## config.mk

```make
export PLATFORM = sky130hd
export DESIGN_NAME = bcd_time_counter
export DESIGN_NICKNAME = d
export VERILOG_FILES = /design/src/rtl/bcd_time_counter.sv
export SDC_FILE = /design/constraint.sdc
export NUM_CORES = 1
export LEC_CHECK = 0
export CORE_MARGIN = 4
export CORE_UTILIZATION = 45
export DETAILED_ROUTE_END_ITERATION = 10
export GPL_TIMING_DRIVEN = 0
export PLACE_DENSITY_LB_ADDON = 0.05
export SLEW_MARGIN = 10
export SYNTH_ARGS = -nofsm -noshare
export SYNTH_HDL_FRONTEND = slang
export SYNTH_SLANG_ARGS = --single-unit
```

## constraint.sdc

```tcl
create_clock -name clk -period 2.5 [get_ports clk]
set_input_delay 0.5 -clock clk [delete_from_list [all_inputs] [get_ports clk]]
set_output_delay 0.5 -clock clk [all_outputs]
set_load 0.03 [all_outputs]
```

## src/rtl/bcd_time_counter.sv

```systemverilog
// rtl/bcd_time_counter.sv - multi-digit BCD time counter with prescaler, up/down, load and wrap pulse; optional COUNTER_SAT_EN
module bcd_time_counter #(
  parameter int CLK_DIV  = 10,
  parameter int DIGITS   = 4,
  parameter int TENS_MOD = 6
) (
  input  logic                  clk,
  input  logic                  res,
  input  logic                  en,
  input  logic                  up_dn,
  input  logic                  load,
  input  logic [4*DIGITS-1:0]   load_val,
  output logic [4*DIGITS-1:0]   num,
  output logic                  tick,
  output logic                  wrap
);

  localparam int PW = ($clog2(CLK_DIV) < 1) ? 1 : $clog2(CLK_DIV);
  localparam logic [PW-1:0] P_MAX = PW'(CLK_DIV - 1);

  logic [PW-1:0]         p;
  logic [4*DIGITS-1:0]   up_num;
  logic [4*DIGITS-1:0]   dn_num;
  logic [4*DIGITS-1:0]   ld_num;
  logic [4*DIGITS-1:0]   step_num;
  logic                  carry;
  logic                  borrow;
  logic                  step_wrap;

  // Largest legal value of digit i: odd digits are tens, even digits are units
  function automatic logic [3:0] dig_max(input int i);
    return (i % 2 == 1) ? 4'(TENS_MOD - 1) : 4'd9;
  endfunction

  // Ripple increment/decrement across the chain; a carry/borrow out of the top digit means the chain wrapped
  always_comb begin
    up_num = num;
    dn_num = num;
    ld_num = load_val;
    carry  = 1'b1;
    borrow = 1'b1;
    for (int i = 0; i < DIGITS; i++) begin
      if (carry) begin
        if (num[4*i +: 4] >= dig_max(i)) begin
          up_num[4*i +: 4] = 4'd0;
        end else begin
          up_num[4*i +: 4] = num[4*i +: 4] + 4'd1;
          carry = 1'b0;
        end
      end
      if (borrow) begin
        if (num[4*i +: 4] == 4'd0) begin
          dn_num[4*i +: 4] = dig_max(i);
        end else begin
          dn_num[4*i +: 4] = num[4*i +: 4] - 4'd1;
          borrow = 1'b0;
        end
      end
      if (load_val[4*i +: 4] > dig_max(i)) begin
        ld_num[4*i +: 4] = dig_max(i);
      end
    end
    step_wrap = up_dn ? carry : borrow;
`ifdef COUNTER_SAT_EN
    if (step_wrap) begin
      step_num = num;
    end else begin
      step_num = up_dn ? up_num : dn_num;
    end
`else
    step_num = up_dn ? up_num : dn_num;
`endif
  end

  // Prescaler, digit register and registered pulses; reset beats load beats step
  always_ff @(posedge clk) begin
    if (res) begin
      p    <= '0;
      num  <= '0;
      tick <= 1'b0;
      wrap <= 1'b0;
    end else if (load) begin
      p    <= '0;
      num  <= ld_num;
      tick <= 1'b0;
      wrap <= 1'b0;
    end else if (en) begin
      if (p == P_MAX) begin
        p    <= '0;
        num  <= step_num;
        tick <= 1'b1;
        wrap <= step_wrap;
      end else begin
        p    <= p + PW'(1);
        tick <= 1'b0;
        wrap <= 1'b0;
      end
    end else begin
      tick <= 1'b0;
      wrap <= 1'b0;
    end
  end

endmodule

```

# After elaboration in Yosys (flattened, before gate mapping)
# Index checks and enable logic that the tools add are counted.
[classes]
add_sub_neg = 9
magnitude_cmp = 8
n_eq_ne = 4
mux = 39
bitwise = 2
n_reduce_logical = 16
[ops]
columns = ["op", "count"]
rows = [
  ["4-bit two-way mux", 19],
  ["16-bit two-way mux", 4],
  ["4-bit by 1-bit adder with 4-bit output, second input constant", 5],
  ["4-bit logical NOT", 4],
  ["1-bit two-way mux", 16],
  ["4-bit by 1-bit subtractor with 4-bit output, second input constant", 4],
  ["4-bit AND reduction", 3],
  ["3-bit by 1-bit inequality test with 1-bit output, second input constant", 3],
  ["3-bit nonzero test", 3],
  ["4-bit by 3-bit greater-or-equal comparator with 1-bit output, second input constant", 2],
  ["4-bit greater-or-equal comparator, second input constant", 2],
  ["4-bit by 3-bit greater-than comparator with 1-bit output, second input constant", 2],
  ["4-bit greater-than comparator, second input constant", 2],
  ["4-bit == test, second input constant", 1],
  ["2-bit nonzero test", 2],
  ["4-bit OR reduction", 1],
  ["3-bit OR reduction", 1],
  ["1-bit NOT", 2],
  ["2-bit AND reduction", 1],
  ["2-bit OR reduction", 1],
]
[word_totals]
ff_bits = 22
in_bits = 21
out_inout_bits = 18
wordCells = 85

# Depth between registers and ports, before layout
[logic_depth]
word_depth = 9
mapped_depth = 7
mapped_depth_nobuf = 7

# Least setup slack after synthesis
# Ideal clock, no wire load.
[synth_timing]
path_type = "register -> register"
from = "register num[1]"
to = "register num[11]"
setup_time_ns = 0.134
t_arrival_ns = 2.221
t_required_ns = 2.366
path_slack_ns = 0.145
stages_incl_launch_ff = 8
path_buffers = 0
period_less_slack_ns = 2.355
cell_sequence = "dfxtp_1 > inv_1 > ha_1 > or3b_1 > and2_1 > or3_1 > o311ai_0 > o31ai_1"
[synth_via]
elab_chain_cells = 5
word_cells_on_any_way = 9
classes_between = "order compare (1); eq/ne (1); mux (4); reduce/logical (3)"
[synth_rtl]
columns = ["element", "line", "source"]
rows = [
  ["from (decl)", "13", "output logic [4*DIGITS-1:0] num,"],
  ["from (signal assigned)", "84", "num <= ld_num;"],
  ["from (signal assigned)", "90", "num <= step_num;"],
  ["4-bit greater-or-equal comparator / 4-bit logical NOT (equally long branches)", "44, 52", ""],
  ["1-bit two-way mux, on equally long branches", "44, 52", ""],
  ["1-bit two-way mux, on equally long branches", "43, 51", ""],
  ["3-bit by 1-bit inequality test with 1-bit output (no source line) / 3-bit nonzero test (equally long branches)", "--", ""],
  ["4-bit AND reduction (no source line) (*)", "--", ""],
]
# Every way passes the cells marked *; elsewhere a longest branch is shown, timed or not.
# A chain may end at the register's enable or synchronous reset.

# Final worst setup path
[layout_timing]
from = "register num[0]"
to = "register num[11]"
# Same word-level chain as after synthesis.

==> run_results.csv <==
group,metric,value,unit
global_route,grt_most_used_layer,"met2",
setup_path,timing.critical_path.cells,"inv_1 > ha_2 > or3b_1 > and2_1 > or3_1 > o311ai_1 > o31ai_1",
global_route,use_met3,3.37,%
floorplanning,top_level_ports,39,
pwr,cellPowerDensity,450,mW/mm^2
setup_path,timing.critical_path.to_type,"flop",
timing,finalHoldViolCount,0,
route,wl,4850,um
pwr,share_clk_of_total_power,22.2,%
setup_path,startpoint_of_the_worst_register_to_register_path,"num[0]",
global_route,gr-usage-met1,27.4,%
yosys,syn-instance-count,233,
final_layout,nets,309,
route,drtAntennaViolNets,0,
clock_network,clkSinkCount,22,
setup_path,critical-path-slowest-cell,"sky130_fd_sc_hd__or3_1",
hold_path,hold_path.class,"reg2reg",
final_layout,final_core_util,60.9,%
timing,timing.max_slew.rel_slack,47.9,%
final_layout,diodes_inserted,0,
yosys,synth-async-reset-ratio,0,%
pwr,power.share.combinational,38.5,%
floorplanning,std_cell_rows,22,
setup_path,required_worst_endpoint,2650,ps
hold_path,hold_path.startpoint,"p[3]",
yosys,post_synth_instance_area,0.00183,mm^2
placement,post_detail_place_hpwl,3760,um
route,first_pass_iters,4,
final_layout,area.growth.synth_to_final,26.6,%
timing,fin_crit_sh,94.3,%
setup_path,number_of_cells_on_the_worst_reg_to_reg_path,7,
clock_network,numCtsBuffers,3,
floorplanning,floorplan.initialDensity,48.1,%
pwr,cell_internal_pwr,0.661,mW
timing,fmaxAchievable,0.424,GHz
route,drt-vias-per-instance,5.95,
yosys,synth-seq-area-share,24.1,%
timing,final_period_minus_worst_setup_slack,2360,ps
final_layout,finalNonFillerCells,321,
setup_path,startpoint,"num[0]",
setup_path,critical_path.reg2reg.endpoint,"num[11]",
yosys,netlist-cell-type-count,54,
setup_path,category_of_the_most_critical_setup_path,"reg2reg",
global_route,grt-ovfl-total,0,
route,num_vias,1909,
timing,timing.final.setup_violations,0,
placement,place.detailed.instances,319,
global_route,first_pass_grt_wire_length,8570,um
route,drc_errors,0,
clock_network,postCtsHoldBufs,0,
final_layout,layout-drive-gt1-share,7.33,%
route,dr.first_iter.drc_count,107,
clock_network,cts.repair_timing.setup_buffer_count,0,
route,post_dr_wirelength_cell,15.1,um
yosys,yosysWarnings,0,
global_route,antenna_found_initial,0,
hold_path,worstHoldEndpoint,"p[3]",
hold_path,hold_depth,2,
global_route,gr-usage-met2,33.1,%
setup_path,cpPeakStageDelay,440,ps
pwr,pwr-share-seq,39.2,%
clock_network,ctsRootBufferMaster,"sky130_fd_sc_hd__clkbuf_8",
pwr,cell_leakage_power,0.820,nW
pwr,switching_power,0.380,mW
global_route,grt_pass1_vias,1818,
timing,setup_total_negative_slack,0,ps
clock_network,cts_tree,"yes",
floorplanning,die_h,71.7,um
yosys,synthFlopType,"sky130_fd_sc_hd__dfxtp_1",
yosys,ys_seq_elements,22,
clock_network,cts_max_path_bufs,2,
pwr,swShare,36.5,%
yosys,synth_fp_nets,267,
job,drv.max_cap_violation_count,0,
setup_path,crit_arrival,2510,ps
setup_path,cp-start-kind,"flop",
global_route,gr-usage-all-layers,20.1,%
clock_network,clock_insertion_delay_worst_skew,270,ps
pwr,post-layout-total-power,1.04,mW
timing,transition_time_of_the_tightest_slew_check_pin,761,ps
yosys,number_of_enable_flip_flop_cells_after_synthesis,0,
timing,timing_max_transition_violations_final,0,
timing,rsz0062_at_grt,"false",
placement,globalplace.congestion,0.893,
pwr,worst_ir_drop_vdd,0.000197,V
global_route,grt_start_max_net_pins,12,
setup_path,timing.reg2reg.setup_slack,140,ps
status,outcome,"completed",
yosys,synth.avg_cell_area,7.84,um^2
placement,place.port_buffers,38,
clock_network,cts_max_level,1,
clock_network,path_clk_slew,80,ps
floorplanning,die_width,71.7,um
floorplanning,core_area,0.00380,mm^2
setup_path,critical_path_peak_fanout,8,
floorplanning,die_area,0.00514,mm^2
timing,finClkSkew,1.81,ps
sequential cells by signal, indices dropped and copies added (netlist names):
register,cells
tick,1
num,16
p,4
wrap,1
power groups by stage:
stage / registers (mW) / clock network [mW] / logic (mW)
global route: 0.415 / 0.245 / 0.444
CTS: 0.408 / 0.235 / 0.401
detailed placement: 0.416 / 0 / 0.398
finish: 0.408 / 0.232 / 0.401
floorplan: 0.449 / 0 / 0.228
global placement: 0.416 / 0 / 0.395
synth_stat cells (6+ instances only):
master | number | share of area, %
sky130_fd_sc_hd__nand3_1 | 7 | 1.9
sky130_fd_sc_hd__nor2_1 | 12 | 2.5
sky130_fd_sc_hd__clkbuf_1 | 6 | 1.2
sky130_fd_sc_hd__nor2b_1 | 9 | 3.1
sky130_fd_sc_hd__nor3_1 | 8 | 2.2
sky130_fd_sc_hd__nand2b_1 | 9 | 3.1
sky130_fd_sc_hd__dfxtp_1 | 22 | 24
sky130_fd_sc_hd__ha_1 | 13 | 8.9
sky130_fd_sc_hd__inv_1 | 17 | 3.5
sky130_fd_sc_hd__nand2_1 | 13 | 2.7
sky130_fd_sc_hd__a211oi_1 | 10 | 4.1
sky130_fd_sc_hd__a21oi_1 | 17 | 4.7
sky130_fd_sc_hd__o21ai_0 | 12 | 3.3
per-stage QoR:
stage / cell area (um^2) / hold slack (ps) / setup slack [ps]
after floorplan: 1830 / 467 / 145
after global placement: 2270 / 492 / -191
after detailed placement: 2270 / 501 / -223
after CTS: 2310 / 515 / 54.4
after global routing: 2310 / 544 / 23.4
final: 2310 / 510 / 142
final cells by class:
type	instances	area [um^2]
fillers	384	1490
multi-input cells	185	1290
flip-flops and latches	22	442
repair buffers	38	380
inverters	18	67.6
well taps	48	60.1
clock buffers	3	41.3
plain buffers	7	35.0
repair_timing:
action / CTS / global route
resized for setup: 1 / 3
setup endpoints to repair: 1 / 4
pin swaps: 0 / 0
worst max-delay path by stage:
stage          slack (ps)      end  cells after the start
5_1_grt                20  num[12]                      7
6_report              140  num[11]                      7
3_5_place_dp         -220  num[12]                      7
3_3_place_gp         -190  num[12]                      7
2_1_floorplan         140  num[11]                      7
4_1_cts                50  num[11]                      7
critical path, delay by kind of cell (launching register included):
family	cells	cell delay [ps]
AO/OA/AOI/OAI	2	390
adder cells (fa/ha/maj)	1	220
buffers and inverters	1	110
flip-flops	1	390
AND/OR/NAND/NOR	3	1130
placed cells by master (no fill, tap or decap), types with 3 or more instances in the layout:
| cell type | instances |
|---|---|
| sky130_fd_sc_hd__clkbuf_1 | 5 |
| sky130_fd_sc_hd__inv_1 | 17 |
| sky130_fd_sc_hd__nand3_1 | 7 |
| sky130_fd_sc_hd__o211ai_1 | 3 |
| sky130_fd_sc_hd__clkdlybuf4s50_1 | 38 |
| sky130_fd_sc_hd__clkbuf_8 | 3 |
| sky130_fd_sc_hd__nand2_1 | 13 |
| sky130_fd_sc_hd__a21oi_1 | 16 |
| sky130_fd_sc_hd__o31ai_1 | 5 |
| sky130_fd_sc_hd__o221ai_1 | 3 |
| sky130_fd_sc_hd__a21o_1 | 3 |
| sky130_fd_sc_hd__dfxtp_1 | 21 |
| sky130_fd_sc_hd__nor3b_1 | 3 |
| sky130_fd_sc_hd__and2_1 | 4 |
| sky130_fd_sc_hd__nor2_1 | 12 |
| sky130_fd_sc_hd__nand2b_1 | 9 |
| sky130_fd_sc_hd__o22ai_1 | 5 |
| sky130_fd_sc_hd__a31oi_1 | 3 |
| sky130_fd_sc_hd__a211oi_1 | 10 |
| sky130_fd_sc_hd__nor3_1 | 8 |
| sky130_fd_sc_hd__ha_1 | 12 |
| sky130_fd_sc_hd__nor4_1 | 5 |
| sky130_fd_sc_hd__nor2b_1 | 9 |
| sky130_fd_sc_hd__o21ai_0 | 12 |
cells by family after synthesis:
logic type / share of synthesized area, %
AO/OA/AOI/OAI: 30.9
XOR/XNOR: 1.92
adder cells (fa/ha/maj): 8.90
buffers and inverters: 5.82
flip-flops: 24.1
multiplexers: 1.10
AND/OR/NAND/NOR: 27.3
metal layers:
metal  part of all wire, %  vias up
met5                     0        -
met4                  0.43        0
met3                   7.1        2
met2                    47       55
met1                    45      889
li1                      -      963
Power figures use the tool's default switching activity.
